## src/rtl/fetch_sequencer_if.sv

```systemverilog
// Fetch-side bundle: instruction memory port, execute redirect, and the decode handshake.
// The master modport is the sequencer; the slave modport is the surrounding pipeline.
interface fetch_sequencer_if;
  logic [31:0] imem_addr;
  logic [31:0] imem_data;
  logic        redirect_valid;
  logic [31:0] redirect_target;
  logic        out_valid;
  logic        out_ready;
  logic [31:0] out_instr;
  logic [31:0] out_pc;
  logic        halted;
  logic        fault;
`ifdef FETCH_PERF_EN
  logic [31:0] fetch_count;
`endif

  modport master (
`ifdef FETCH_PERF_EN
    output fetch_count,
`endif
    output imem_addr, out_valid, out_instr, out_pc, halted, fault,
    input  imem_data, redirect_valid, redirect_target, out_ready
  );

  modport slave (
`ifdef FETCH_PERF_EN
    input  fetch_count,
`endif
    input  imem_addr, out_valid, out_instr, out_pc, halted, fault,
    output imem_data, redirect_valid, redirect_target, out_ready
  );
endinterface

```

## src/rtl/fetch_sequencer.sv

```systemverilog
// PC sequencer into a combinational big-endian imem, one-entry valid/ready slot to decode.
// Optional FETCH_PERF_EN adds a saturating fetch_count of words loaded into the slot.
module fetch_sequencer #(
  parameter logic [31:0] RESET_PC  = 32'h0000_0000,
  parameter int          MEM_BYTES = 500
) (
  input  logic              Clk,
  input  logic              Rst,
  fetch_sequencer_if.master bus
);
  typedef enum logic [1:0] {S_FETCH, S_HALT, S_FAULT} state_t;

  state_t      state_q;
  logic [31:0] pc_q;
  logic [31:0] out_instr_q;
  logic [31:0] out_pc_q;
  logic        out_valid_q;
  logic        halted_q;
  logic        fault_q;
  logic        slot_free;
`ifdef FETCH_PERF_EN
  logic [31:0] fetch_count_q;
`endif

  // The memory itself returns zero past its end, so MEM_BYTES needs no logic here.
  logic unused_mem_bytes;
  assign unused_mem_bytes = (MEM_BYTES > 0);

  assign slot_free = !out_valid_q || bus.out_ready;

  always_ff @(posedge Clk) begin
    if (!Rst) begin
      state_q     <= S_FETCH;
      pc_q        <= RESET_PC;
      out_valid_q <= 1'b0;
      out_instr_q <= '0;
      out_pc_q    <= '0;
      halted_q    <= 1'b0;
      fault_q     <= 1'b0;
`ifdef FETCH_PERF_EN
      fetch_count_q <= '0;
`endif
    end else begin
      case (state_q)
        S_FETCH, S_HALT: begin
          // A redirect wins over both fetch and acceptance; any pending word is dropped.
          if (bus.redirect_valid) begin
            out_valid_q <= 1'b0;
            pc_q        <= bus.redirect_target;
            if (bus.redirect_target[1:0] == 2'b00) begin
              state_q  <= S_FETCH;
              halted_q <= 1'b0;
            end else begin
              state_q <= S_FAULT;
              fault_q <= 1'b1;
            end
          end else if (state_q == S_FETCH && slot_free) begin
            if (bus.imem_data != 32'h0) begin
              out_instr_q <= bus.imem_data;
              out_pc_q    <= pc_q;
              out_valid_q <= 1'b1;
              pc_q        <= pc_q + 32'd4;
`ifdef FETCH_PERF_EN
              if (fetch_count_q != 32'hFFFF_FFFF) fetch_count_q <= fetch_count_q + 32'd1;
`endif
            end else begin
              out_valid_q <= 1'b0;
              state_q     <= S_HALT;
              halted_q    <= 1'b1;
            end
          end else if (state_q == S_HALT && bus.out_ready) begin
            out_valid_q <= 1'b0;
          end
        end
        default: out_valid_q <= 1'b0;
      endcase
    end
  end

  assign bus.imem_addr = pc_q;
  assign bus.out_valid = out_valid_q;
  assign bus.out_instr = out_instr_q;
  assign bus.out_pc    = out_pc_q;
  assign bus.halted    = halted_q;
  assign bus.fault     = fault_q;
`ifdef FETCH_PERF_EN
  assign bus.fetch_count = fetch_count_q;
`endif
endmodule
```

## src/flat_wrapper.sv

```systemverilog
// flat-port wrapper written by rule: the top's interface ports become plain ports
module fetch_sequencer_flat 
#(
  parameter logic [31:0] RESET_PC  = 32'h0000_0000,
  parameter int          MEM_BYTES = 500
)
  (Clk, Rst, bus_imem_addr, bus_out_valid, bus_out_instr, bus_out_pc, bus_halted, bus_fault, bus_imem_data, bus_redirect_valid, bus_redirect_target, bus_out_ready);
  fetch_sequencer_if bus_i ();
  input  logic Clk;
  input  logic Rst;
  output wire logic [$bits(bus_i.imem_addr)-1:0] bus_imem_addr;
  output wire logic [$bits(bus_i.out_valid)-1:0] bus_out_valid;
  output wire logic [$bits(bus_i.out_instr)-1:0] bus_out_instr;
  output wire logic [$bits(bus_i.out_pc)-1:0] bus_out_pc;
  output wire logic [$bits(bus_i.halted)-1:0] bus_halted;
  output wire logic [$bits(bus_i.fault)-1:0] bus_fault;
  input wire logic [$bits(bus_i.imem_data)-1:0] bus_imem_data;
  input wire logic [$bits(bus_i.redirect_valid)-1:0] bus_redirect_valid;
  input wire logic [$bits(bus_i.redirect_target)-1:0] bus_redirect_target;
  input wire logic [$bits(bus_i.out_ready)-1:0] bus_out_ready;
  assign bus_imem_addr = bus_i.imem_addr;
  assign bus_out_valid = bus_i.out_valid;
  assign bus_out_instr = bus_i.out_instr;
  assign bus_out_pc = bus_i.out_pc;
  assign bus_halted = bus_i.halted;
  assign bus_fault = bus_i.fault;
  assign bus_i.imem_data = bus_imem_data;
  assign bus_i.redirect_valid = bus_redirect_valid;
  assign bus_i.redirect_target = bus_redirect_target;
  assign bus_i.out_ready = bus_out_ready;
  fetch_sequencer #(.RESET_PC(RESET_PC), .MEM_BYTES(MEM_BYTES)) u_core (.Clk(Clk), .Rst(Rst), .bus(bus_i));
endmodule
```

## config.mk

```make
export PLATFORM = sky130hd
export DESIGN_NAME = fetch_sequencer_flat
export DESIGN_NICKNAME = d
export VERILOG_FILES = /design/src/rtl/fetch_sequencer_if.sv /design/src/rtl/fetch_sequencer.sv /design/src/flat_wrapper.sv
export SDC_FILE = /design/constraint.sdc
export NUM_CORES = 1
export LEC_CHECK = 0
export CAP_MARGIN = 20
export CORE_UTILIZATION = 40
export DETAILED_ROUTE_END_ITERATION = 10
export PLACE_DENSITY = 0.69
export SYNTH_ARGS = -nofsm -noshare
export SYNTH_HDL_FRONTEND = slang
export SYNTH_SLANG_ARGS = --single-unit
```

## constraint.sdc

```tcl
create_clock -name Clk -period 3.9 [get_ports Clk]
set_clock_uncertainty 0.1 [all_clocks]
set_input_delay 0.78 -clock Clk [delete_from_list [all_inputs] [get_ports Clk]]
set_output_delay 0.78 -clock Clk [all_outputs]
set_load 0.02 [all_outputs]
```

[Word-level counts from Yosys, hierarchy flattened]
Index checks and enable logic that the tools add are counted.
W data, S select, Z words.
Operators by class
  $add $sub $neg: 1
  multiplexer cells: 14
  bitwise logic cells: 4
  eq/ne operators: 3
  reductions and logical operators: 17
Operators by type and width (number)
  $mux W32: 3
  $add A32 B3 Y32 const B: 1
  $reduce_bool A32 Y1: 1
  $reduce_and A3 Y1: 3
  $mux W2: 4
  $reduce_and A4 Y1: 2
  $mux W1: 7
  $reduce_bool A2 Y1: 3
  $logic_not A2 Y1: 2
  $not A1 Y1: 4
  $reduce_or A3 Y1: 1
  $eq A2 B1 Y1 const B: 1
  $logic_and A1 B1 Y1: 2
  $ne A2 B1 Y1 const B: 1
  $ne A2 B2 Y1 const B: 1
  $reduce_or A2 Y1: 1
  $logic_not A1 Y1: 1
  $logic_or A1 B1 Y1: 1
Word-level totals
  logic and storage cells: 46
  register bits after elaboration: 101
  output and inout port bits: 99
  input bits: 68

[Logic depth before layout (Yosys ltp)]
Gate-level depths: netlist (run 1).
  depth after elaboration: 5
  gate-level depth with buffers: 7
  gate-level depth less buffers: 6

[Least setup slack after synthesis (run 1)]
OpenSTA, ideal clock, no wires.
  kind: input to register
  start: in bus_imem_data[12]
  end: reg u_core.pc_q[7] (netlist: u_core.bus.imem_addr[7])
  library setup time: 0.120 ns
  required time: 3.680 ns
  slack: 1.601 ns
  cell stages on the path: 6
  arrival: 2.080 ns
  buffers on the path: 1
  cells stage by stage: nor4_1 -> nand4_1 -> o21ai_1 -> buf_2 -> a21oi_1 -> o31a_1
Between the ends
  longest elaborated chain between the ends: 3
Ends and longest elaborated chain
  from (decl): line flat_wrapper.sv:17  | input wire logic [$bits(bus_i.imem_data)-1:0] bus_imem_data;
  $reduce_bool A32 Y1: line fetch_sequencer.sv:58  | if (bus.imem_data != 32'h0) begin
  $reduce_bool A2 Y1 (no source line)
  $reduce_and A3 Y1 (no source line)
  to (signal assigned): line fetch_sequencer.sv:49  | pc_q <= bus.redirect_target;
  to (signal assigned): line fetch_sequencer.sv:62  | pc_q <= pc_q + 32'd4;
  to (decl): line fetch_sequencer.sv:14  | logic [31:0] pc_q;
Every way passes these cells.
A chain may end at the register's enable or synchronous reset.

[Worst setup path after layout (run 1)]
  start: in bus_imem_data[30]
  end: reg u_core.pc_q[10] (netlist: u_core.bus.imem_addr[10])
The elaborated chain is that of the path after synthesis.

==> impl_metrics.env, run 1 <==
export IMPL_synth_net_count=667
export IMPL_drive_gt1_share_pct=5.36
export IMPL_cts_sinks=101
export IMPL_grt_pass1_wl_um=23100
export IMPL_post_dp_cell_area_um2=6330
export IMPL_cts_buffers=9
export IMPL_syn2layout_area_growth_pct=44.2
export IMPL_ant_nets=0
export IMPL_grt_util_met3_pct=4.00
export IMPL_viasPerCell=5.64
export IMPL_cts_tree="done"
export IMPL_dp_hpwl_um=10200
export IMPL_io_pins=167
export IMPL_synth_cells=598
export IMPL_portBuffers=166
export IMPL_fin_ws_ns=1.05
export IMPL_rsz0062_at_grt="no"
export IMPL_cts_root_buf="clkbuf_16"
export IMPL_fmax_mhz=351
export IMPL_vdd_ir_drop_max_uv=208
export IMPL_cts_resized=0
export IMPL_die_w_um=109
export IMPL_grtUsageMet1_pct=32.6
export IMPL_async_flop_share_pct=0
export IMPL_cts_buffer_depth=2
export IMPL_insertedDiodeCount=0
export IMPL_synth_seq_cells=101
export IMPL_cts_setup_buffers=0
export IMPL_synth_cell_types=59
export IMPL_placementRows=38
export IMPL_critPathArrivalTime_ns=3.03
export IMPL_dieArea_um2=11900
export IMPL_finalMaxSlewViolations=0
export IMPL_synth_main_ff_cell="dfxtp_1"
export IMPL_clock_latency_ns=0.33
export IMPL_initial_core_util_pct=41.7
export IMPL_setup_viol_count_final=0
export IMPL_met2_usage_pct=41.4
export IMPL_final_area_um2=6630
export IMPL_antenna_found_initial=0
export IMPL_startpoint_type="primary input"
export IMPL_required_ns=4.08
export IMPL_yosys_warnings=0
export IMPL_outcome="complete, no violations"
export IMPL_nNetsFinal=810
export IMPL_worstMarginPinSlew_ns=1.03
export IMPL_fin_tns_setup_ns=0
export IMPL_synth_area_um2=4600
export IMPL_p_per_area_nw_per_um2=401
export IMPL_worstSetupPathType="primary input to register"
export IMPL_grt_pass1_vias=4725
export IMPL_htree_levels=3
export IMPL_timing_final_crit_share_pct=73.1
export IMPL_slew_headroom_pct=31.0
export IMPL_n_fill_cell=1042
export IMPL_grt_usage_pct=24.7
export IMPL_wl_um=14700
export IMPL_final_cell_mix="clkdlybuf4s50_1 (165), nand2_1 (164), dfxtp_1 (101)"
export IMPL_die_y_um=109
export IMPL_grt_max_degree=68
export IMPL_maxCapViolCount=0
export IMPL_crit_fanout=11
export IMPL_p_leak_nw=2.32
export IMPL_core_area_um2=11000
export IMPL_ys_top_cells_by_area="dfxtp_1 (44%), nand2_1 (13%), a21oi_1 (9.9%)"
export IMPL_period_minus_slack_ns=2.85
export IMPL_drt_iter0_drc=357
export IMPL_synth_edf_count=0
export IMPL_synth_top_area_share_pct=44.0
export IMPL_cts_hold_fix_buffers=0
export IMPL_cp_end_kind="register"
export IMPL_yosys_area_top_type="dfxtp_1"
export IMPL_yosysSeqAreaShare_pct=44.0
export IMPL_hold_violations=0
export IMPL_firstDrtPassIters=4
export IMPL_routabilityCongestion=0.873
export IMPL_path_clk_slew_ns=0.07
export IMPL_preCtsSetupSlack_ns=0.755
export IMPL_syn_avg_cell_area_um2=7.69
export IMPL_vias=4997
export IMPL_power_mw=2.66
export IMPL_routedWlPerCell_um=16.6
export IMPL_drc=0
export IMPL_grt_overflow=0
export IMPL_min_path_type="register to register"
export IMPL_utilization_pct=60.1
export IMPL_final_common_cell="clkdlybuf4s50_1"
export IMPL_grt_busiest_layer="met2"
## through the flow
step                      hold WS, ns  instances
final                           0.353        886
after global routing            0.369        886
after CTS                       0.355        886
after detailed placement        0.346        870
after global placement          0.342        870
after floorplan                 0.362        598
## kinds of logic (layout without fill, tap and decap cells)
logic type      after synthesis  in the layout  synth area share, %
compound gates              164            164                 22.3
xor+xnor                      6              6                 1.14
fa+ha+maj                     1              1                0.272
buf+inv                      51            199                 4.76
flops                       101            101                 44.0
mux                           2              2                0.462
simple gates                273            273                 27.1
## worst paths after layout
| path | start | endpoint | slack, ns | depth (start not counted) |
|---|---|---|---|---|
| worst max-delay path | bus_imem_data[30] | u_core.bus.imem_addr[10] | 1.05 | 6 |
| worst min-delay path | u_core.bus.out_pc[12] | u_core.bus.out_pc[12] | 0.35 | 2 |
| worst max register to register | u_core.bus.imem_addr[7] | u_core.bus.imem_addr[23] | 1.39 | 5 |
| worst min register to register | u_core.bus.out_pc[12] | u_core.bus.out_pc[12] | 0.35 | 2 |
## critical path, stage by stage
cell and delay [ns]:
clkdlybuf4s50_1 0.44, nor4_1 0.43, and4_1 0.40, a21oi_2 0.21, nor2_1 0.49, o221a_2 0.27
## registers in the layout, indices dropped and copies added (netlist names)
| register | flops |
|---|---|
| u_core.state_q | 2 |
| u_core.bus.out_pc | 32 |
| u_core.bus.imem_addr | 32 |
| u_core.bus.halted | 1 |
| u_core.bus.fault | 1 |
| u_core.bus.out_valid | 1 |
| u_core.bus.out_instr | 32 |
## area by class of cell
| type | instances | area (um^2) | area share (%) |
|---|---|---|---|
| multi-input cells | 446 | 2360 | 35.6 |
| well taps | 140 | 175 | 2.64 |
| inverters | 5 | 18.8 | 0.283 |
| repair buffers | 178 | 1760 | 26.5 |
| clock buffers | 10 | 229 | 3.45 |
| clock inverters | 6 | 70.1 | 1.06 |
| flip-flops and latches | 101 | 2020 | 30.5 |
## power by group
part           total, mW  internal [mW]  switching (mW)
logic              0.573          0.263           0.310
clock network      0.905          0.504           0.401
registers           1.18           1.10          0.0827
## synthesized netlist by cell type (all sizes together) (2+ instances only)
library cell / number
xnor2: 2
and3: 11
clkbuf: 32
a31oi: 5
o22a: 3
nand4: 11
a211oi: 7
o22ai: 4
o21a: 2
o32ai: 5
or2: 2
o21ai: 14
and4: 5
nand2: 164
dfxtp: 101
buf: 14
xor2: 4
o221a: 2
a41o: 2
a22oi: 6
nand3: 12
a21oi: 92
o41ai: 2
a32oi: 2
o31a: 6
nor4: 14
o211a: 2
inv: 4
nor2: 23
a311oi: 2
or3: 2
nor3b: 2
a221o: 2
nor3: 24
## routing by layer
layer / vias up / part of all wire, %
met5: - / 0
met4: 0 / 1.2
met3: 16 / 7.0
met2: 205 / 48
met1: 2366 / 44
li1: 2410 / -
Power figures use the tool's default switching activity.
==> inputs of run 2 (changes only) <==
Settings changed: PLACE_DENSITY 0.69 to 0.72.
Clock period 3.9 ns to 2.6 ns, I/O delays scaled along.
==> run 2 against run 1 <==
  * Final cell count is 3.2% higher
  * Routed wire length is 0.40% lower
  * Worst setup slack worse by 0.82 ns
  * Sequential power is 49% higher
  * Critical path type unchanged
  * Combinational power is 67% higher
  * Sequential cell count stayed put
  * Critical path depth is 1 higher
  * Register-to-register slack worse by 0.91 ns
  * First-iteration DRC count is 21% higher
  * Design area is 4.2% higher
  * Core utilization is 2.5 points higher
==> impl_metrics.env, run 2 (same netlist as run 1, synthesis figures left out) <==
export IMPL_initial_core_util_pct=41.7
export IMPL_hold_start="u_core.bus.out_instr[24]"
export IMPL_grt_pass1_vias=4749
export IMPL_die_w_um=109
export IMPL_cts_buffers=9
export IMPL_period_minus_slack_ns=2.37
export IMPL_portBuffers=166
export IMPL_vias=5086
export IMPL_min_path_type="register to register"
export IMPL_drt_iter0_drc=432
export IMPL_nNetsFinal=838
export IMPL_dieArea_um2=11900
export IMPL_cts_hold_fix_buffers=0
export IMPL_setup_viol_count_final=0
export IMPL_rr_endpoint="u_core.bus.imem_addr[28]"
export IMPL_syn2layout_area_growth_pct=50.2
export IMPL_hold_depth=2
export IMPL_core_area_um2=11000
export IMPL_htree_levels=3
export IMPL_fmax_mhz=422
export IMPL_cts_root_buf="clkbuf_16"
export IMPL_final_common_cell="clkdlybuf4s50_1"
export IMPL_firstDrtPassIters=5
export IMPL_die_y_um=109
export IMPL_cts_resized=0
export IMPL_viasPerCell=5.56
export IMPL_required_ns=2.73
export IMPL_routedWlPerCell_um=16.1
export IMPL_hold_violations=0
export IMPL_grt_overflow=0
export IMPL_p_leak_nw=2.48
export IMPL_dp_hpwl_um=10600
export IMPL_cts_tree="done"
export IMPL_vdd_ir_drop_max_uv=308
export IMPL_insertedDiodeCount=0
export IMPL_startpoint_type="primary input"
export IMPL_critPathArrivalTime_ns=2.50
export IMPL_p_per_area_nw_per_um2=575
export IMPL_maxCapViolCount=0
export IMPL_grt_max_degree=47
export IMPL_clock_latency_ns=0.34
export IMPL_drive_gt1_share_pct=8.91
export IMPL_preCtsSetupSlack_ns=-0.110
export IMPL_fin_ws_ns=0.232
export IMPL_post_dp_cell_area_um2=6630
export IMPL_path_clk_slew_ns=0.07
export IMPL_final_cell_mix="clkdlybuf4s50_1 (165), nand2_1 (164), dfxtp_1 (101)"
export IMPL_finalMaxSlewViolations=0
export IMPL_timing_final_crit_share_pct=91.1
export IMPL_r2r_start="u_core.bus.imem_addr[23]"
export IMPL_ant_nets=0
export IMPL_rsz0062_at_grt="no"
export IMPL_worstMarginPinSlew_ns=0.831
export IMPL_crit_fanout=18
export IMPL_cp_end_kind="register"
export IMPL_antenna_found_initial=0
export IMPL_outcome="complete, no violations"
export IMPL_routabilityCongestion=0.846
export IMPL_final_area_um2=6910
export IMPL_wl_um=14700
export IMPL_rrSetupSlack_ns=0.48
export IMPL_grt_pass1_wl_um=23100
export IMPL_grt_usage_pct=24.6
export IMPL_slew_headroom_pct=44.5
export IMPL_worstSetupPathType="primary input to register"
export IMPL_drc=0
export IMPL_placementRows=38
export IMPL_cts_buffer_depth=2
export IMPL_cts_setup_buffers=0
export IMPL_io_pins=167
export IMPL_min_to="u_core.bus.out_instr[24]"
export IMPL_cts_sinks=101
export IMPL_n_fill_cell=974
export IMPL_worstRegToRegCells=5
export IMPL_fin_tns_setup_ns=0
run 2: power breakdown:
| part | internal, mW | leakage (nW) | switching, mW |
|---|---|---|---|
| combinational | 0.465 | 1.52 | 0.492 |
| sequential | 1.65 | 0.827 | 0.105 |
| clock | 0.672 | 0.134 | 0.589 |
run 2: routing by layer:
layer / vias up / wire [um] / GRT usage (%) / share of wire, %
met1: 2352 / 6310 / 32.4 / 43
met4: 0 / 314 / 10.7 / 2.1
li1: 2479 / - / - / -
met5: - / 0 / 0 / 0
met3: 24 / 1120 / 3.23 / 7.7
met2: 231 / 6940 / 40.2 / 47
run 2: final cells by class:
type / count / area, um^2 / share of cell area [%]
clock buffer: 10 / 239 / 3.46
clock inverter: 6 / 38.8 / 0.561
inverter: 5 / 18.8 / 0.272
multi-input combinational: 446 / 2360 / 34.1
sequential: 101 / 2020 / 29.3
tap: 140 / 175 / 2.54
timing repair buffer: 206 / 2060 / 29.8
run 2: worst max-delay path, cell delays in order:
cell and delay, ns:
clkdlybuf4s50_1 0.43, nor4_1 0.44, nand4_1 0.25, o21ai_1 0.18, buf_4 0.26, a21oi_1 0.10
o31a_1 0.31
run 2: worst max-delay path by stage:
| stage | to | depth (start not counted) | start |
|---|---|---|---|
| floorplan | u_core.bus.imem_addr[28] | 7 | u_core.bus.imem_addr[2] |
| global placement | u_core.bus.imem_addr[5] | 7 | bus_imem_data[3] |
| CTS | u_core.bus.imem_addr[8] | 7 | bus_imem_data[12] |
| global route | u_core.bus.out_instr[18] | 8 | bus_imem_data[12] |
| finish | u_core.bus.imem_addr[8] | 7 | bus_imem_data[12] |
| detailed placement | u_core.bus.imem_addr[8] | 7 | bus_imem_data[12] |
run 2: stage by stage:
step | utilization, % | instances | power (mW) | hold WS, ns
CTS | 62.6 | 914 | 4.00 | 0.355
finish | 62.6 | 914 | 3.98 | 0.353
floorplan | - | 598 | 2.23 | 0.362
global placement | 60.1 | 898 | 2.72 | 0.342
detailed placement | 60.1 | 898 | 2.74 | 0.346
global route | 62.6 | 914 | 4.16 | 0.367
==> inputs of run 3 (changes only) <==
Settings changed: CTS_CLUSTER_DIAMETER set to 30, PLACE_DENSITY 0.72 to 0.76.
==> run 3 against run 2 <==
  * Register-to-register slack got worse by 0.07 ns
  * Non-clock buffer count increased by 10
  * Design area increased by 1.3%
  * Die area unchanged
  * Sequential cell count unchanged
  * Critical path depth increased by 1
  * Global-route usage increased by 0.63 points
  * Sequential share of layout area decreased by 0.38 points
==> impl_metrics.env, run 3 (same netlist as run 1, synthesis figures left out) <==
export IMPL_outcome="complete, no violations"
export IMPL_final_cell_mix="clkdlybuf4s50_1 (165), nand2_1 (164), dfxtp_1 (101)"
export IMPL_dp_hpwl_um=10900
export IMPL_worstMarginPinSlew_ns=0.803
export IMPL_critPathArrivalTime_ns=2.61
export IMPL_hold_violations=0
export IMPL_grt_pass1_wl_um=23700
export IMPL_htree_levels=3
export IMPL_drt_iter0_drc=316
export IMPL_p_leak_nw=2.53
export IMPL_cts_buffer_depth=2
export IMPL_die_w_um=109
export IMPL_slowest_delay_ns=0.43
export IMPL_n_fill_cell=962
export IMPL_startpoint_type="primary input"
export IMPL_core_area_um2=11000
export IMPL_crit_fanout=20
export IMPL_io_pins=167
export IMPL_vdd_ir_drop_max_uv=461
export IMPL_dieArea_um2=11900
export IMPL_routabilityCongestion=0.879
export IMPL_grt_overflow=0
export IMPL_critPathBufInv=3
export IMPL_ant_nets=0
export IMPL_crit_chain="clkdlybuf4s50_1, nor4_1, nand4_1, o211ai_1, buf_4, buf_4, nand2_1, a21oi_1"
export IMPL_cts_hold_fix_buffers=0
export IMPL_grt_pass1_vias=4906
export IMPL_clock_latency_ns=0.34
export IMPL_insertedDiodeCount=0
export IMPL_wl_um=15000
export IMPL_cpMaxStageDelayCell="clkdlybuf4s50_1"
export IMPL_finalMaxSlewViolations=0
export IMPL_cts_buffers=9
export IMPL_grt_max_degree=47
export IMPL_period_minus_slack_ns=2.45
export IMPL_path_clk_slew_ns=0.07
export IMPL_power_mw=4.05
export IMPL_fmax_mhz=409
export IMPL_cts_sinks=101
export IMPL_routedWlPerCell_um=16.3
export IMPL_slew_headroom_pct=46.4
export IMPL_antenna_found_initial=0
export IMPL_maxCapViolCount=0
export IMPL_firstDrtPassIters=5
export IMPL_min_path_type="register to register"
export IMPL_critPathMostFrequentCell="buf_4"
export IMPL_timing_final_crit_share_pct=94.1
export IMPL_fin_tns_setup_ns=0
export IMPL_cp_top_family="buffers and inverters"
export IMPL_setup_viol_count_final=0
export IMPL_portBuffers=166
export IMPL_drive_gt1_share_pct=10.3
export IMPL_p_per_area_nw_per_um2=579
export IMPL_worstSetupPathType="primary input to register"
export IMPL_viasPerCell=5.57
export IMPL_die_y_um=109
export IMPL_required_ns=2.76
export IMPL_cts_root_buf="clkbuf_16"
export IMPL_grt_usage_pct=25.2
export IMPL_final_common_cell="clkdlybuf4s50_1"
export IMPL_rrSetupSlack_ns=0.41
export IMPL_nNetsFinal=848
export IMPL_placementRows=38
export IMPL_rsz0062_at_grt="no"
export IMPL_drc=0
export IMPL_cp_end_kind="register"
export IMPL_cts_tree="done"
export IMPL_vias=5145
export IMPL_initial_core_util_pct=41.7
export IMPL_syn2layout_area_growth_pct=52.2
run 3: cell count changes in the layout (fill, tap and decap cells not counted):
cell,delta
buf_12,-1
buf_4,+11
clkbuf_8,-1
clkinv_2,-3
clkinv_4,+1
clkinvlp_4,-1
inv_6,+1
inv_8,+3
nor4_1,-2
nor4_2,+2
run 3: layout make-up:
class | instances | area, um^2 | area share (%)
Multi-Input combinational cell | 446 | 2370 | 33.9
Tap cell | 140 | 175 | 2.50
Inverter | 5 | 18.8 | 0.268
Clock inverter | 7 | 67.6 | 0.965
Clock buffer | 9 | 225 | 3.22
Timing Repair Buffer | 216 | 2120 | 30.3
Sequential cell | 101 | 2020 | 28.9
run 3: what timing repair did:
| item | in CTS | in global routing |
|---|---|---|
| endpoints found under the setup margin | 6 | 70 |
| resized for setup | 0 | 2 |
| buffers inserted | 1 | 4 |
| pin swaps | 1 | 2 |
run 3: final timing paths:
path | from | to | depth (start not counted)
setup reg to reg | u_core.bus.imem_addr[13] | u_core.bus.imem_addr[27] | 5
hold reg to reg | u_core.bus.out_pc[31] | u_core.bus.out_pc[31] | 2
hold / removal | u_core.bus.out_pc[31] | u_core.bus.out_pc[31] | 2
setup / recovery | bus_imem_data[3] | u_core.bus.out_instr[19] | 8
run 3: layer usage:
| metal | GRT usage, % | vias to the layer above | routed length [um] |
|---|---|---|---|
| li1 | - | 2486 | - |
| met1 | 32.5 | 2413 | 6460 |
| met2 | 41.5 | 222 | 7140 |
| met3 | 4.66 | 24 | 1150 |
| met4 | 10.1 | 0 | 275 |
| met5 | 0 | - | 0 |
run 3: power breakdown:
part	internal [mW]	switching, mW	total (mW)
clock	0.677	0.643	1.32
combinational	0.474	0.502	0.975
sequential	1.65	0.103	1.75
total	2.80	1.25	4.05
run 3: metrics by stage:
step / hold slack [ns] / std cells / cell area (um^2) / utilization (%) / setup WS [ns]
6_report: 0.357 / 924 / 7000 / 63.5 / 0.155
5_1_grt: 0.368 / 924 / 7000 / 63.5 / 0.00403
4_1_cts: 0.357 / 920 / 6960 / 63.1 / 0.0733
3_5_place_dp: 0.346 / 903 / 6660 / 60.3 / -0.362
3_3_place_gp: 0.340 / 903 / 6660 / 60.3 / -0.209
2_1_floorplan: 0.362 / 598 / 4600 / - / 0.397
run 3: worst reg2reg max path: stages, from the launching register on:
cell,delay (ns)
dfxtp_1,0.47
nand4_2,0.23
or3_4,0.46
nor3_1,0.38
a311oi_1,0.18
nor4_1,0.28
